$ cat src/rtl/result_display.sv
// Captures a signed adder result, converts its magnitude to BCD with a
// sequential double-dabble, and drives a 4-digit multiplexed 7-segment display.
module result_display #(
    parameter int SCAN_DIV = 50000
) (
    input  logic       clk,
    input  logic       reset,
    input  logic [5:0] sum,
    input  logic       OF_S,
    input  logic       load,
    output logic       busy,
    output logic [3:0] digit_sel,
    output logic [6:0] segments
);

    localparam int CW = (SCAN_DIV > 2) ? $clog2(SCAN_DIV) : 1;

    localparam logic [6:0] SEG_BLANK = 7'b1111111;
    localparam logic [6:0] SEG_MINUS = 7'b0111111;
    localparam logic [6:0] SEG_O     = 7'b1000000;

    typedef enum logic [1:0] {IDLE, CONV, SHOW} state_t;

    function automatic logic [6:0] seg7(input logic [3:0] d);
        case (d)
            4'd0:    seg7 = 7'b1000000;
            4'd1:    seg7 = 7'b1111001;
            4'd2:    seg7 = 7'b0100100;
            4'd3:    seg7 = 7'b0110000;
            4'd4:    seg7 = 7'b0011001;
            4'd5:    seg7 = 7'b0010010;
            4'd6:    seg7 = 7'b0000010;
            4'd7:    seg7 = 7'b1111000;
            4'd8:    seg7 = 7'b0000000;
            4'd9:    seg7 = 7'b0010000;
            default: seg7 = SEG_BLANK;
        endcase
    endfunction

    state_t          r_state, w_state;
    logic            r_of, w_of, r_sign, w_sign;
    logic [5:0]      r_bin, w_bin;
    logic [3:0]      r_tens, w_tens, r_ones, w_ones;
    logic [2:0]      r_iter, w_iter;
    logic [6:0]      r_disp [4];
    logic [6:0]      w_disp [4];
    logic [CW-1:0]   r_scan_cnt, w_scan_cnt;
    logic [1:0]      r_idx, w_idx;
    logic [3:0]      r_digit_sel;
    logic [6:0]      r_segments;

    logic [5:0]      w_mag;
    logic [3:0]      w_tens_c, w_ones_c, w_sh_tens, w_sh_ones;

    assign w_mag     = sum[5] ? (~sum + 6'd1) : sum;
    assign w_tens_c  = (r_tens >= 4'd5) ? r_tens + 4'd3 : r_tens;
    assign w_ones_c  = (r_ones >= 4'd5) ? r_ones + 4'd3 : r_ones;
    assign w_sh_tens = 4'({w_tens_c, w_ones_c[3]});
    assign w_sh_ones = {w_ones_c[2:0], r_bin[5]};

    // NOTE: every comb output gets a default first so no latch is inferred.
    always_comb begin
        w_state    = r_state;
        w_of       = r_of;
        w_sign     = r_sign;
        w_bin      = r_bin;
        w_tens     = r_tens;
        w_ones     = r_ones;
        w_iter     = r_iter;
        w_disp     = r_disp;
        w_scan_cnt = r_scan_cnt + CW'(1);
        w_idx      = r_idx;

        case (r_state)
            CONV: begin
                w_bin  = r_bin << 1;
                w_tens = w_sh_tens;
                w_ones = w_sh_ones;
                w_iter = r_iter + 3'd1;
                if (r_iter == 3'd5) begin
                    w_state   = SHOW;
                    w_disp[0] = seg7(w_sh_ones);
                    w_disp[1] = (w_sh_tens == 4'd0) ? SEG_BLANK : seg7(w_sh_tens);
                    w_disp[2] = r_sign ? SEG_MINUS : SEG_BLANK;
                    w_disp[3] = r_of ? SEG_O : SEG_BLANK;
                end
            end
            default: begin
                if (load) begin
                    w_state = CONV;
                    w_of    = OF_S;
                    w_sign  = sum[5];
                    w_bin   = w_mag;
                    w_tens  = 4'd0;
                    w_ones  = 4'd0;
                    w_iter  = 3'd0;
                end
            end
        endcase

        // Scan runs independently of the conversion FSM.
        if (r_scan_cnt == CW'(SCAN_DIV - 1)) begin
            w_scan_cnt = '0;
            w_idx      = r_idx + 2'd1;
        end
    end

    // NOTE: sequential state uses non-blocking assignments only.
    always_ff @(posedge clk) begin
        if (reset) begin
            r_state     <= IDLE;
            r_of        <= 1'b0;
            r_sign      <= 1'b0;
            r_bin       <= '0;
            r_tens      <= '0;
            r_ones      <= '0;
            r_iter      <= '0;
            r_scan_cnt  <= '0;
            r_idx       <= '0;
            r_digit_sel <= 4'b1110;
            r_segments  <= SEG_BLANK;
            // NOTE: the display register file is reset so it powers up blank.
            for (int i = 0; i < 4; i++) r_disp[i] <= SEG_BLANK;
        end else begin
            r_state     <= w_state;
            r_of        <= w_of;
            r_sign      <= w_sign;
            r_bin       <= w_bin;
            r_tens      <= w_tens;
            r_ones      <= w_ones;
            r_iter      <= w_iter;
            r_scan_cnt  <= w_scan_cnt;
            r_idx       <= w_idx;
            r_disp      <= w_disp;
            // Both outputs are registered from next-state values so they stay aligned.
            r_digit_sel <= ~(4'b0001 << w_idx);
            r_segments  <= w_disp[w_idx];
        end
    end

    assign busy      = (r_state == CONV);
    assign digit_sel = r_digit_sel;
    assign segments  = r_segments;

endmodule

$ cat config.mk
export PLATFORM = sky130hd
export DESIGN_NAME = result_display
export DESIGN_NICKNAME = d
export VERILOG_FILES = /design/src/rtl/result_display.sv
export SDC_FILE = /design/constraint.sdc
export NUM_CORES = 1
export LEC_CHECK = 0
export ABC_AREA = 1
export CORE_ASPECT_RATIO = 0.8
export CORE_MARGIN = 4
export CORE_UTILIZATION = 46
export CTS_CLUSTER_SIZE = 10
export DETAILED_ROUTE_END_ITERATION = 10
export PLACE_DENSITY = 0.65
export SYNTH_ARGS = -nofsm -noshare
export SYNTH_HDL_FRONTEND = slang
export SYNTH_SLANG_ARGS = --single-unit
$ cat constraint.sdc
create_clock -name clk -period 2.05 [get_ports clk]
set_input_delay 0.3075 -clock clk [delete_from_list [all_inputs] [get_ports clk]]
set_output_delay 0.3075 -clock clk [all_outputs]
set_load 0.005 [all_outputs]
==> summary.txt, run 1 <==
DRT iter0 DRCs = 148
Peak supply drop = 0.365 mV
Ys async rst share = 0%
Slew Viols, Final = 0
DR pass1 iterations = 5
Startpoint Class = flop
Fmax = 509 MHz
Largest net degree at the start of global routing = 30
Multi-input logic area = 1990 sq um
Synth unique cells = 42
Synth Register Bits = 78
Mapped Cells = 527
CP arrival = 2.20 ns
Final hold viol count = 0
CTS buffer count = 9
Layout area overhead = 19.2%
Sequential Area = 1570 sq um
Clock Path Buffers = 2
GRT overflow = 0
Gr usage total = 17.3%
DIE WIDTH = 109 microns
Worst-path clk slew = 0.08 ns
Worst min path class = reg2reg
Synthesized area = 3740 sq um
Final setup viols = 0
N_diodes = 0
Core area = 7910 sq um
DRC Markers = 0
Syn Nets = 549
Placer Congestion = 0.812
Final nets = 584
Per-cell routed wire length = 11.7 microns
Yosys warns = 0
PD cells = 632 nW/um^2
Mean Syn Cell Area = 7.11 sq um
Post-synth EDFFs = 0
Layout cells sized above 1 = 18.3%
Max cap viols = 0
Die boundary height = 88.7 microns
Drt via density = 4.84
Pleak = 2.04 nW
I/O Pins = 22
Status = finished clean
Routed wire length = 7890 microns
Vias in the first global route = 3155
Most used DFF post-synth = dfxtp_1
Setup crit end kind = flop
H-Tree Level Count = 3
Worst Tran Pin Value = 0.443 ns
Min Tclk post-route = 1.96 ns
Clock sinks = 78
Cells after DPL = 653
Row count = 29
Final period util = 95.7%
Antenna-violating nets left = 0
Setup Crit Path Kind = reg2reg
Die footprint = 9660 sq um
Slew HR = 70.5%
Post-synthesis sequential area ratio = 41.7%
Clock Tree Root = clkbuf_8
RSZ-0062 raised after global routing = true
Max FO, Critical Path = 4
DP Worst Slack = -0.0209 ns
First-pass GRT wire length = 13400 microns
CTS tree = yes
Setup ws final = 0.0872 ns
CP required = 2.29 ns
Clk_lat worst skew = 0.35 ns
Initial antenna violation count = 0
Hold buffer count at CTS = 0
Layout filler cell count = 794
Buffers added on ports = 21
Non-Filler Instances = 675
Detailed placement HPWL = 5530 microns
Vias post-DR = 3268
Max Clock Skew = 0.00943 ns
Starting Density = 47.3%
-- cells in the final DEF, fill, tap and decap left out, types with 2 or more instances in the layout --
cell type        synthesis  routed
nand2_2                  6      17
inv_6                    0       2
dfxtp_1                 78      74
nor3_1                   3       3
ha_2                     0       2
nor2_2                   3       3
o21ai_2                  2       3
or2_2                   14      14
nand3_1                 43      40
clkbuf_8                 0       9
clkdlybuf4s50_1          0      21
ha_1                    12       8
a31oi_1                  5       5
inv_1                   51      46
inv_2                    2       6
nand2_1                182     169
nand4_1                 10      10
ha_4                     0       2
nand2_4                  0       2
clkinv_2                 0       3
or2_1                    2       2
nand3_2                  2       4
o21a_1                   2       2
xor2_1                   4       4
xnor2_1                  2       2
inv_4                    1       2
buf_4                    0      20
o21ai_0                  8       8
nor2_1                  36      36
dfxtp_2                  0       3
a21oi_1                 25      25
-- kinds of logic (layout without fill, tap and decap cells) --
family,count (synthesis),count (layout),share of synthesized area (%)
buffers and inverters,72,112,7.92
AOI/OAI and AO/OA,53,53,8.82
adders and majority gates,12,12,4.01
and+or+nand+nor,306,306,36.2
xor gates and xnor gates,6,6,1.40
DFF,78,78,41.7
-- cell usage after synthesis (all sizes together), types with 5 or more instances --
library cell / number / area, sq um
a31oi: 5 / 31.3
nand4: 10 / 62.6
or2: 16 / 100
clkbuf: 6 / 22.5
ha: 12 / 150
inv: 54 / 205
dfxtp: 78 / 1560
buf: 11 / 65.1
nand3: 45 / 235
o21ai: 12 / 78.8
nand2: 188 / 721
nor2: 41 / 185
a21oi: 26 / 141
-- critical path: stages, from the launching register on --
cell	delay, ns
dfxtp_2	0.34
buf_4	0.14
ha_2	0.17
nand2_2	0.11
nand4_1	0.13
nand2_2	0.10
inv_2	0.05
ha_1	0.17
or2_2	0.30
nand3_1	0.07
nand2_1	0.06
nand2_2	0.07
nand2_1	0.05
nand3_1	0.06
nand2_1	0.05
-- area by class of cell --
type	count	share of cell area [%]
Multi-Input combinational cell	377	44.6
Sequential cell	78	35.2
Clock buffer	9	2.78
Clock inverter	7	1.60
Tap cell	108	3.03
Timing Repair Buffer	41	8.07
Inverter	55	4.74
-- stage by stage --
stage	util, %	setup TNS, ns	hold WS (ns)	area [sq um]	power [mW]
global route	56.4	-0.164	0.467	4460	2.95
floorplan	-	0	0.415	3740	1.67
finish	56.4	0	0.449	4460	2.82
detailed placement	51.9	-0.0413	0.430	4110	1.73
global placement	51.9	0	0.423	4110	1.72
CTS	54.4	0	0.449	4310	2.86
-- what timing repair did --
item / 4_1_cts / 5_1_grt
buffers inserted: 0 / 6
setup endpoints to repair: 2 / 14
resized for setup: 2 / 35
pin swaps: 0 / 10
-- registers in the layout, summed over array words and instances, names as in the netlist, 3 cells and up --
register and flops:
r_disp 28, r_iter 3, r_bin 6, r_scan_cnt 16, segments 7, digit_sel 4
r_ones 4, r_tens 4
-- where the power goes --
| part | total [mW] | switching, mW | leakage (nW) | internal (mW) |
|---|---|---|---|---|
| Combinational | 0.146 | 0.0876 | 1.30 | 0.0584 |
| Sequential | 1.54 | 0.0122 | 0.635 | 1.53 |
| Clock | 1.13 | 0.566 | 0.104 | 0.567 |
-- per-layer routing --
layer / vias to the layer above / part of all wire (%) / routed length, microns / GRT usage (%)
li1: 1738 / - / - / -
met1: 1483 / 49 / 3830 / 20.8
met2: 41 / 48 / 3760 / 30.3
met3: 6 / 3.1 / 241 / 3.94
met4: 0 / 0.75 / 59 / 6.77
met5: - / 0 / 0 / 0
-- final timing paths --
| check | slack (ns) | endpoint | start | depth (start not counted) |
|---|---|---|---|---|
| worst max-delay path | 0.09 | segments[5] | r_ones[0] | 14 |
| worst min register to register | 0.45 | r_disp[9] | r_disp[9] | 2 |
| worst max register to register | 0.09 | segments[5] | r_ones[0] | 14 |
| worst min-delay path | 0.45 | r_disp[9] | r_disp[9] | 2 |
Note: power is estimated with default switching activity, not from simulation.
==> run 2, diff against run 1 <==
--- a/config.mk
+++ b/config.mk
@@ -12,6 +12,7 @@
 export CTS_CLUSTER_SIZE = 10
 export DETAILED_ROUTE_END_ITERATION = 10
 export PLACE_DENSITY = 0.65
+export SLEW_MARGIN = 20
 export SYNTH_ARGS = -nofsm -noshare
 export SYNTH_HDL_FRONTEND = slang
 export SYNTH_SLANG_ARGS = --single-unit
==> results of run 2 <==
Final layout, timing and power as in run 1 (identical DEF).
==> run 3, diff against run 2 <==
--- a/config.mk
+++ b/config.mk
@@ -7,7 +7,7 @@
 export LEC_CHECK = 0
 export ABC_AREA = 1
 export CORE_ASPECT_RATIO = 0.8
-export CORE_MARGIN = 4
+export CORE_MARGIN = 1
 export CORE_UTILIZATION = 46
 export CTS_CLUSTER_SIZE = 10
 export DETAILED_ROUTE_END_ITERATION = 10
@@ -16,3 +16,4 @@
 export SYNTH_ARGS = -nofsm -noshare
 export SYNTH_HDL_FRONTEND = slang
 export SYNTH_SLANG_ARGS = --single-unit
+export TNS_END_PERCENT = 20
==> run 3 against run 2 <==
  * Cell count shrank 0.30%
  * Highest routed layer unchanged
  * Worst hold slack lost 0.0029 ns
  * Fmax is 1.1% higher
  * Sequential power barely moved
  * Non-clock buffer count is 2 lower
  * Critical path depth increased by 2
==> summary.txt, run 3 (synthesized netlist as in run 1, its figures left out) <==
Slowest cell on crit path = dfxtp_2
Status = finished clean
Max Clock Skew = 0.0108 ns
Commonest cells after routing, fill and taps aside = 172 x nand2_1, 75 x dfxtp_1, 46 x inv_1
Clock Tree Root = clkbuf_8
Fmax = 515 MHz
Worst-path clk slew = 0.08 ns
Most used cell, CP = nand2_1
Vias post-DR = 3212
DIE WIDTH = 103 microns
Layout cells sized above 1 = 17.9%
Core area = 7910 sq um
Per-cell routed wire length = 11.4 microns
WL met3 = 227 microns
Final period util = 94.7%
H-Tree Level Count = 3
Routed wire length = 7700 microns
Final core occ = 56.6%
Startpoint Class = flop
Peak supply drop = 0.386 mV
Layout area overhead = 19.6%
DRT iter0 DRCs = 122
Setup Crit Path Kind = reg2reg
Initial antenna violation count = 0
Max FFs per register = 28
CP peak stage delay = 0.33 ns
Buffers added on ports = 21
Cells after DPL = 655
Final hold viol count = 0
Slew HR = 73.1%
RSZ-0062 raised after global routing = true
Overall power = 2.99 mW
Setup crit end kind = flop
Final Cell Area = 4480 sq um
Die boundary height = 82.7 microns
Detailed placement HPWL = 5530 microns
M1 WL = 3790 microns
Worst min path class = reg2reg
Antenna-violating nets left = 0
CTS tree = yes
Crit-path cells = buf_4 -> ha_2 -> nand2_4 -> nand2_2 -> nand3_2 -> nand2_2 -> ha_4 -> nand3_1 -> nand2_1 -> inv_1 -> nand2_1 -> nand3_2 -> nand2_2 -> nand2_1 -> nand3_2 -> nand2_1
Non-Filler Instances = 673
Worst Tran Pin Value = 0.404 ns
Final setup viols = 0
Drt via density = 4.77
Met2 WL = 3590 microns
Clk_lat worst skew = 0.36 ns
Largest net degree at the start of global routing = 30
Placer Congestion = 0.792
GRT overflow = 0
DRC Markers = 0
Row count = 29
Dpl cell area = 4120 sq um
Gr usage total = 20.2%
CP arrival = 2.20 ns
Vias in the first global route = 3029
PD cells = 668 nW/um^2
N_diodes = 0
Max FO, Critical Path = 4
Commonest non-fill, non-tap cell in the layout = nand2_1
I/O Pins = 22
Min Tclk post-route = 1.94 ns
Clock Path Buffers = 2
DR top layer = met4
Clock sinks = 78
DR pass1 iterations = 4
Die footprint = 8510 sq um
Final nets = 582
Pleak = 2.06 nW
Largest Register = r_disp
CP required = 2.31 ns
First-pass GRT wire length = 13200 microns
CTS buffer count = 9
Max cap viols = 0
Starting Density = 47.3%
Slew Viols, Final = 0
Layout filler cell count = 802
run 3: cell types whose count changed in the layout (fill, tap and decap cells not counted), sizes merged:
cell | previous run | this run
buf | 20 | 18
clkinvlp | 0 | 1
bufinv | 1 | 2
clkinv | 5 | 3
run 3: routing by layer:
| layer | global-route usage, % | up-vias |
|---|---|---|
| met5 | 0 | - |
| met4 | 5.92 | 0 |
| met3 | 5.05 | 7 |
| met2 | 35.4 | 26 |
| met1 | 24.5 | 1446 |
| li1 | - | 1733 |
run 3: where the power goes:
part           internal, mW  switching, mW  leakage (nW)  total (mW)
clock                 0.702          0.598         0.112        1.30
sequential             1.53         0.0117         0.634        1.54
combinational        0.0590         0.0870          1.31       0.146
run 3: area by class of cell:
type                            count  area, sq um  share of cell area [%]
Sequential cell                    78         1570                    35.0
Timing Repair Buffer               39          345                    7.71
Multi-Input combinational cell    377         1990                    44.5
Tap cell                          108          135                    3.02
Inverter                           55          209                    4.67
Clock inverter                      7          105                    2.35
Clock buffer                        9          124                    2.77
run 3: what timing repair did:
item,CTS,global route
buffers inserted,1,1
gates resized for setup,1,34
pin swaps,0,6
hold endpoints to repair,0,0
hold buffers,0,0
endpoints found under the setup margin,3,15
run 3: worst max-delay path: cells and delay by family, from the launching register on:
kind / cells / cell delay [ns]
buffers and inverters: 2 / 0.17
adder cells (fa/ha/maj): 2 / 0.46
AND/OR/NAND/NOR: 12 / 0.89
flip-flops: 1 / 0.33
run 3: stage by stage:
stage                     hold slack, ns  setup WS [ns]  TNS, ns
final                              0.446          0.109        0
after detailed placement           0.431        -0.0530  -0.0824
after global routing               0.472        -0.0553  -0.0980
after floorplan                    0.415         0.0323        0
after global placement             0.423         0.0474        0
after CTS                          0.452         0.0256        0
run 3: path summary, 6_finish.rpt:
| kind | cells past startpoint | end | startpoint | slack, ns |
|---|---|---|---|---|
| worst max-delay path | 16 | segments[3] | r_ones[0] | 0.11 |
| worst min-delay path | 1 | r_scan_cnt[0] | r_scan_cnt[0] | 0.45 |
| worst min register to register | 1 | r_scan_cnt[0] | r_scan_cnt[0] | 0.45 |
| worst max register to register | 16 | segments[3] | r_ones[0] | 0.11 |
